--- src/rtl/checksum_pkg.sv ---
// Shared types and helpers for the streaming ones'-complement checksum receiver.
package checksum_pkg;

    localparam int CSUM_W = 16;

    typedef enum logic [1:0] {
        IDLE,
        ACCUM,
        FOLD,
        REPORT
    } csum_state_t;

    // Two end-around-carry folds are always enough to bring a 32-bit sum into 16 bits.
    function automatic logic [CSUM_W-1:0] csum_fold(input logic [31:0] acc);
        logic [16:0] s1;
        logic [16:0] s2;
        s1 = {1'b0, acc[15:0]} + {1'b0, acc[31:16]};
        s2 = {1'b0, s1[15:0]} + {16'b0, s1[16]};
        return s2[15:0];
    endfunction

endpackage

--- src/rtl/csum_beat_adder.sv ---
// Combinational partial sum of the enabled 16-bit words in one beat.
module csum_beat_adder
    import checksum_pkg::*;
#(
    parameter int WORDS = 2
) (
    input  logic [CSUM_W*WORDS-1:0] data,
    input  logic [WORDS-1:0]        keep,
    output logic [19:0]             psum
);

    logic [CSUM_W-1:0] word_masked [WORDS];

    // Word 0 sits in the most significant lane; keep bit i gates word i.
    for (genvar gi = 0; gi < WORDS; gi++) begin : g_mask
        assign word_masked[gi] = keep[gi] ? data[CSUM_W*(WORDS-gi)-1 -: CSUM_W] : '0;
    end

    always_comb begin
        psum = '0;
        for (int i = 0; i < WORDS; i++) begin
            psum = psum + {4'b0, word_masked[i]};
        end
    end

endmodule

--- src/rtl/checksum_stream_rx.sv ---
// Packet-level ones'-complement checksum checker: accumulate beats, fold, report.
module checksum_stream_rx
    import checksum_pkg::*;
#(
    parameter int WORDS     = 2,
    parameter int MAX_BEATS = 64
) (
    input  logic                    clk,
    input  logic                    rst,
    input  logic                    in_valid,
    output logic                    in_ready,
    input  logic [CSUM_W*WORDS-1:0] in_data,
    input  logic [WORDS-1:0]        in_keep,
    input  logic                    in_last,
    input  logic [CSUM_W-1:0]       in_checksum,
    output logic                    out_valid,
    input  logic                    out_ready,
    output logic                    out_ok,
    output logic [CSUM_W-1:0]       out_sum,
    output logic                    out_len_err
);

    localparam int CNT_W = $clog2(MAX_BEATS + 1);
    localparam logic [CNT_W-1:0] CNT_MAX = CNT_W'(MAX_BEATS);

    if (WORDS < 1 || WORDS > 8) begin : g_bad_words
        $error("checksum_stream_rx: WORDS must be in 1..8");
    end
    if (MAX_BEATS < 1 || WORDS * MAX_BEATS > 65536) begin : g_bad_beats
        $error("checksum_stream_rx: MAX_BEATS out of range");
    end

    csum_state_t       state_q, state_d;
    logic [31:0]       acc_q, acc_d;
    logic [CNT_W-1:0]  cnt_q, cnt_d;
    logic              len_err_q, len_err_d;
    logic [CSUM_W-1:0] csum_q, csum_d;
    logic [CSUM_W-1:0] sum_q, sum_d;
    logic              ok_q, ok_d;
    logic              res_len_err_q, res_len_err_d;

    logic [19:0]       psum;
    logic [CSUM_W-1:0] folded;
    logic [16:0]       verify_raw;
    logic [CSUM_W-1:0] verify;
    logic              beat_fire;

    csum_beat_adder #(.WORDS(WORDS)) u_adder (
        .data (in_data),
        .keep (in_keep),
        .psum (psum)
    );

    // Ready decodes straight from the state register, so it never depends on out_ready.
    assign in_ready  = (state_q == IDLE) || (state_q == ACCUM);
    assign out_valid = (state_q == REPORT);
    assign beat_fire = in_valid && in_ready;

    assign folded     = csum_fold(acc_q);
    assign verify_raw = {1'b0, folded} + {1'b0, csum_q};
    assign verify     = csum_fold({15'b0, verify_raw});

    always_comb begin
        state_d       = state_q;
        acc_d         = acc_q;
        cnt_d         = cnt_q;
        len_err_d     = len_err_q;
        csum_d        = csum_q;
        sum_d         = sum_q;
        ok_d          = ok_q;
        res_len_err_d = res_len_err_q;

        case (state_q)
            IDLE, ACCUM: begin
                if (beat_fire) begin
                    acc_d = acc_q + {12'b0, psum};
                    if (cnt_q != CNT_MAX) begin
                        cnt_d = cnt_q + CNT_W'(1);
                    end else if (!in_last) begin
                        len_err_d = 1'b1;
                    end
                    if (in_last) begin
                        csum_d  = in_checksum;
                        state_d = FOLD;
                    end else begin
                        state_d = ACCUM;
                    end
                end
            end
            FOLD: begin
                sum_d         = ~folded;
                ok_d          = (verify == 16'hFFFF) && !len_err_q;
                res_len_err_d = len_err_q;
                state_d       = REPORT;
            end
            REPORT: begin
                if (out_ready) begin
                    acc_d     = '0;
                    cnt_d     = '0;
                    len_err_d = 1'b0;
                    state_d   = IDLE;
                end
            end
            default: begin
                state_d = IDLE;
            end
        endcase
    end

    always_ff @(posedge clk) begin
        if (rst) begin
            state_q       <= IDLE;
            acc_q         <= '0;
            cnt_q         <= '0;
            len_err_q     <= 1'b0;
            csum_q        <= '0;
            sum_q         <= '0;
            ok_q          <= 1'b0;
            res_len_err_q <= 1'b0;
        end else begin
            state_q       <= state_d;
            acc_q         <= acc_d;
            cnt_q         <= cnt_d;
            len_err_q     <= len_err_d;
            csum_q        <= csum_d;
            sum_q         <= sum_d;
            ok_q          <= ok_d;
            res_len_err_q <= res_len_err_d;
        end
    end

    assign out_ok      = ok_q;
    assign out_sum     = sum_q;
    assign out_len_err = res_len_err_q;

endmodule
--- config.mk ---
export PLATFORM = sky130hd
export DESIGN_NAME = checksum_stream_rx
export DESIGN_NICKNAME = d
export VERILOG_FILES = /design/src/rtl/checksum_pkg.sv /design/src/rtl/csum_beat_adder.sv /design/src/rtl/checksum_stream_rx.sv
export SDC_FILE = /design/constraint.sdc
export NUM_CORES = 1
export LEC_CHECK = 0
export BUFFER_PORTS_ARGS = -buffer_cell sky130_fd_sc_hd__buf_4
export CORE_UTILIZATION = 53
export CTS_CLUSTER_DIAMETER = 150
export CTS_CLUSTER_SIZE = 40
export DETAILED_ROUTE_END_ITERATION = 16
export HOLD_SLACK_MARGIN = 0.15
export PLACE_DENSITY = 0.74
export SLEW_MARGIN = 20
export SYNTH_ARGS = -nofsm -noshare
export SYNTH_HDL_FRONTEND = slang
export SYNTH_SLANG_ARGS = --single-unit
--- constraint.sdc ---
create_clock -name clk -period 9.3 [get_ports clk]
set_clock_uncertainty 0.2 [all_clocks]
set_input_delay 1.395 -clock clk [delete_from_list [all_inputs] [get_ports clk]]
set_output_delay 1.395 -clock clk [all_outputs]
set_load 0.005 [all_outputs]
# After elaboration in Yosys (flattened, before gate mapping)

Cells that the tools add are included.

Flip-flop bits (word level): 76
Output and inout bits: 20
Word-level logic and storage cells: 57

$add $sub $neg: 8
Equal/unequal tests: 10
Mux-type cells: 18
Bitwise operators: 1
Reduce and logical (&&, ||, !) cells: 12

Operator list:

| operator                                                        | count |
|---|---|
| 32-bit 2-to-1 mux                                               | 2 |
| 32-bit case mux with 2 select lines                             | 1 |
| 16-bit by 16-bit adder with 17-bit output                       | 3 |
| 16-bit by 1-bit adder with 16-bit output                        | 2 |
| 32-bit by 20-bit adder with 32-bit output                       | 1 |
| 16-bit 2-to-1 mux                                               | 2 |
| 7-bit 2-to-1 mux                                                | 3 |
| 16-bit by 1-bit adder with 17-bit output                        | 1 |
| 16-bit == test, second input constant                           | 1 |
| 16-bit inverter                                                 | 1 |
| 7-bit case mux with 2 select lines                              | 1 |
| 2-bit inequality test, second input constant                    | 4 |
| 7-bit by 1-bit adder with 7-bit output, second input constant   | 1 |
| 7-bit inequality test, second input constant                    | 1 |
| 2-bit 2-to-1 mux                                                | 3 |
| 2-bit case mux with 3 select lines                              | 1 |
| 3-bit AND reduction                                             | 2 |
| 5-bit AND reduction                                             | 1 |
| 2-bit == test, second input constant                            | 2 |
| 1-bit 2-to-1 mux                                                | 4 |
| 4-bit AND reduction                                             | 1 |
| 2-bit by 1-bit == test with 1-bit output, second input constant | 1 |
| 1-bit logical AND                                               | 2 |
| 2-bit logical NOT                                               | 1 |
| other kinds (7)                                                 | 7 |

# Logic depth before layout (Yosys ltp)

Word-level depth: 7
Depth in mapped cells: 40
Mapped depth without buffers: 39

# By module

Synthesis repeated with hierarchy kept, for this count alone.

Cell total of the unflattened synthesis: 965
Area, all modules: 7444.6 um2

Modules (own cells, without submodules):

| module             | instances | cells an instance | area an instance (um2) |
|---|---|---|---|
| checksum_stream_rx | 1         | 817               | 6378.6 |
| csum_beat_adder    | 1         | 148               | 1066.0 |

# Worst setup path after synthesis

No wires, ideal clock.

Kind: register to register
Start point: reg acc_q[0]
End point: reg ok_q, in the netlist out_ok
Data arrival time: 6.605 ns
Slack: 2.421 ns
Stages on the path, launching flop included: 38
Period minus slack after synthesis: 6.879 ns
Cell sequence: dfxtp_1 ha_1 inv_1 fa_1 nor2b_1 o21ai_0 a21oi_1 o2111ai_1 a31o_2 a21oi_1 o21ai_0 nand2b_1 ha_1 and3_1 and3_1 nand2_1 xnor2_1 ha_1 (+2 left out) o21ai_0 o31ai_1 nand2b_1 a21oi_1 nor2b_1 o21ai_0 nand2b_1 ha_1 ha_1 nand2_1 nor3_1 ha_1 ha_1 nor4bb_1 nand4_1 a21o_1 or4_1 o21ai_0

Cells in the longest elaborated chain, start to end: 7

Ends and longest elaborated chain:

| what                                      | line                      | RTL |
|---|---|---|
| start: declaration                        | checksum_stream_rx.sv:34  | `logic [31:0] acc_q, acc_d;` |
| start signal: assignment                  | checksum_stream_rx.sv:113 | `acc_q <= '0;` |
| start signal: assignment                  | checksum_stream_rx.sv:122 | `acc_q <= acc_d;` |
| 16-bit by 16-bit adder with 17-bit output | checksum_pkg.sv:17        | `s1 = {1'b0, acc[15:0]} + {1'b0, acc[31:16]};` |
| 16-bit by 1-bit adder with 16-bit output  | checksum_pkg.sv:18        | `s2 = {1'b0, s1[15:0]} + {16'b0, s1[16]};` |
| 16-bit by 16-bit adder with 17-bit output | checksum_stream_rx.sv:60  | `assign verify_raw = {1'b0, folded} + {1'b0, csum_q};` |
| 16-bit by 1-bit adder with 17-bit output  | checksum_pkg.sv:17        |  |
| 16-bit by 1-bit adder with 16-bit output  | checksum_pkg.sv:18        |  |
| 16-bit == test                            | checksum_stream_rx.sv:92  | `ok_d = (verify == 16'hFFFF) && !len_err_q;` |
| 1-bit logical AND                         | checksum_stream_rx.sv:92  |  |
| end signal: assignment                    | checksum_stream_rx.sv:127 | `ok_q <= ok_d;` |
| end: declaration                          | checksum_stream_rx.sv:39  | `logic ok_q, ok_d;` |

No other way between the ends.
A chain may end at the register's enable or synchronous reset.

# Worst setup path after layout

Same ends and word-level chain as after synthesis.

==> metrics <==
Slowest-stage cell, CP=fa_1; Setup Total Neg Slack=0 ps; fillers=1199; Max Fclk=0.130 GHz; router iterations before antenna repair=7; hold_buf cts=0; asr flop ratio synth=0%; ant diodes=0; clock tree from TritonCTS=yes; Yosys cell types=74; Critical path buffers and inverters=1; crit path time final=7690 ps; number of flops mapped to enable cells by yosys=0; Num CTS Buffers=9; CTS root buffer=clkbuf_16; largest family of logic cells by synthesized area=simple AND/OR/NAND/NOR gates; cell mode on critical path=ha_1; # setup viols final=0; startpoint types=flop; mux cell area share after synthesis=0%; Mapped Avg Cell Area=7.59 sq um; FP Rows=41; min-delay src=out_len_err$_SDFFE_PP0N_; io pins=75; Setup crit end kind=flop; Routed WL per cell=about 15 um; Max Buffers Root-to-Sink=2; Skew-Pair Late Insertion Delay=approximately 340 ps; Slew @ Worst Pin=1040 ps; cell family with most CP delay=compound AO/OA/AOI/OAI gates; area delta synth->final=14.5%; Horiz. Die Dim=about 120 um; layout cells sized above 1=~12%; full die area=0.0134 sq mm; Max VDD drop=around 90 uV; footprint of the multi-input gates=0.00510 sq mm; Synth Area in Compound Gates=between 20% and 30%; Critical Path Max Stage Delay=just over 400 ps; vias per cell=5.78; CTS Sinks=76; core area=0.0126 sq mm; postcts setup bufs=0; Post-Syn Instances=905; Tcrit/Tclk final=82.7%; # nets final=1100; antenna violations before repair=0; crit-path max FO=7; Syn Nets=around 1.0k; vias=6597; Initial Util=54.5%; Post-Synth Simple-Gate Area=between 20% and 30%; required time of the critical path=9360 ps; Synth Area in XOR/XNOR=between 8 and 9%; WS Path Type=reg -> reg; first-pass GRT wire length=between 20 and 30 mm; RePlAce Congestion=0.927; RSZ-0062 raised after global routing=false; Worst Setup SP=acc_q[0]$_SDFFE_PP0P_; number of global-route vias before repair=6107; Pleak=approximately 0.0036 uW; Synth Warn #=0; Final Max Tran Viols=0; power density over cell area=135 mW/mm^2; Syn Std Cell Area=0.00687 sq mm; sequential share of the synthesized area=22.1%; Worst slew margin=just over 30%; pre-CTS setup slack=1740 ps; initial DRC count=357; Fin. Hold Viols=0; Routed Antenna Nets=0; post_cts resized=0; port bufs=74; Post-synth top flop=dfxtp_1; Synth Area in Adders=15.0%; setup ws final=1610 ps; r2r startpoint=acc_q[0]$_SDFFE_PP0P_; die height=116 um; H-tree Lvls=3; status=finished clean; total grt overflow=0; Storage cell area=0.00152 sq mm; Critical Path AT=7760 ps; Tot GR Track Use=between 20% and 30%; DP HPWL=13.6 mm; largest net degree at the start of global routing=62; Clock transition at path regs=60 ps; Seq cells post-synth=76; Hold/Removal Path Class=reg -> reg; MaxCap Viol Count=0; drt drc=0; DRT Wirelength=between 15 and 20 mm
==> per-layer routing <==
layer | wire, um | track usage (%)
met1 | 7840 | 33.0
met2 | 8230 | 47.1
met3 | 715 | 3.45
met4 | 291 | 7.95
met5 | 0 | 0
==> worst reg2reg max path, delay by kind of cell, from the launching register on <==
kind	cells	cell delay (ps)
AO/OA/AOI/OAI	12	2420
AND/OR/NAND/NOR	15	2380
adder cells (fa/ha/maj)	8	2050
flip-flops	1	360
XOR/XNOR	1	160
buffers and inverters	1	70
==> through the flow <==
stage | hold slack [ps] | instances | power, uW | utilization [%] | cell area, sq um
after floorplan | 241 | 905 | 613 | - | 6870
after global placement | 246 | 1126 | 701 | 59.9 | 7560
after detailed placement | 251 | 1126 | 706 | 59.9 | 7560
after CTS | 259 | 1142 | 1070 | 62.3 | 7870
after global routing | 286 | 1142 | 1120 | 62.3 | 7870
final | 255 | 1142 | 1060 | 62.3 | 7870
==> cell families (layout without fill, tap and decap cells) <==
| logic type | after synthesis | after routing |
|---|---|---|
| fa+ha+maj | 80 | 80 |
| compound gates | 236 | 236 |
| xor+xnor | 65 | 65 |
| simple gates | 381 | 381 |
| flops | 76 | 76 |
| buf+inv | 67 | 132 |
==> power by group <==
part           total, uW  switching (uW)  internal (uW)
clock                360             143            217
combinational        335             186            148
sequential           368            21.4            347
total               1060             350            713
==> synthesized netlist by cell type (5+ instances only) <==
master	instances	share of area [%]
nand2_1	104	5.7
nor2_1	82	4.5
a21oi_1	79	5.8
dfxtp_1	76	22
ha_1	76	14
o21ai_0	46	3.3
xnor2_1	44	5.6
inv_1	40	2.2
and2_1	36	3.3
nand3_1	30	2.2
clkbuf_1	26	1.4
nor3_1	26	1.9
xor2_1	20	2.5
and3_1	17	1.5
or3_1	15	1.4
a21o_1	14	1.5
nor2b_1	14	1.3
a31oi_1	10	0.91
o21a_1	8	0.87
or2_2	8	0.73
a211oi_1	7	0.76
nand3b_1	6	0.66
nand4_1	6	0.55
nor3b_1	6	0.66
o211a_1	6	0.87
a21boi_0	5	0.55
nand2b_1	5	0.46
o2111ai_1	5	0.64
==> final timing paths <==
check	depth (start not counted)	slack, ps	endpoint
setup / recovery	37	1610	out_ok$_SDFFE_PP0N_
hold reg to reg	2	260	out_len_err$_SDFFE_PP0N_
setup reg to reg	37	1610	out_ok$_SDFFE_PP0N_
hold / removal	2	260	out_len_err$_SDFFE_PP0N_
==> state kept, by name, summed over array words and instances (netlist names) <==
name,flops
out_sum,16
acc_q,32
len_err_q,1
out_ok,1
csum_q,16
cnt_q,7
state_q,2
out_len_err,1
==> final cells by class <==
type                    count  share of cell area (%)
inverters                  40                    1.91
clock buffers              10                    3.04
well taps                 172                    2.74
repair buffers             76                    7.25
flip-flops and latches     76                    19.3
multi-input cells         762                    64.8
clock inverters             6                   0.891
==> layout by cell type, fill, tap and decap left out, drive strengths merged, types with 7 or more instances in the layout <==
master  count
nor2b      14
inv        42
and2       37
buf        76
xnor2      44
a21o       14
nor2       83
a21oi      80
a211oi      9
dfxtp      76
and3       19
ha         76
nor3       26
or3        15
a31oi      10
nand3      30
o21a        8
nand4       7
or2         9
clkbuf     10
o21ai      46
nand2     104
xor2       20
(Power assumes the default switching activity.)
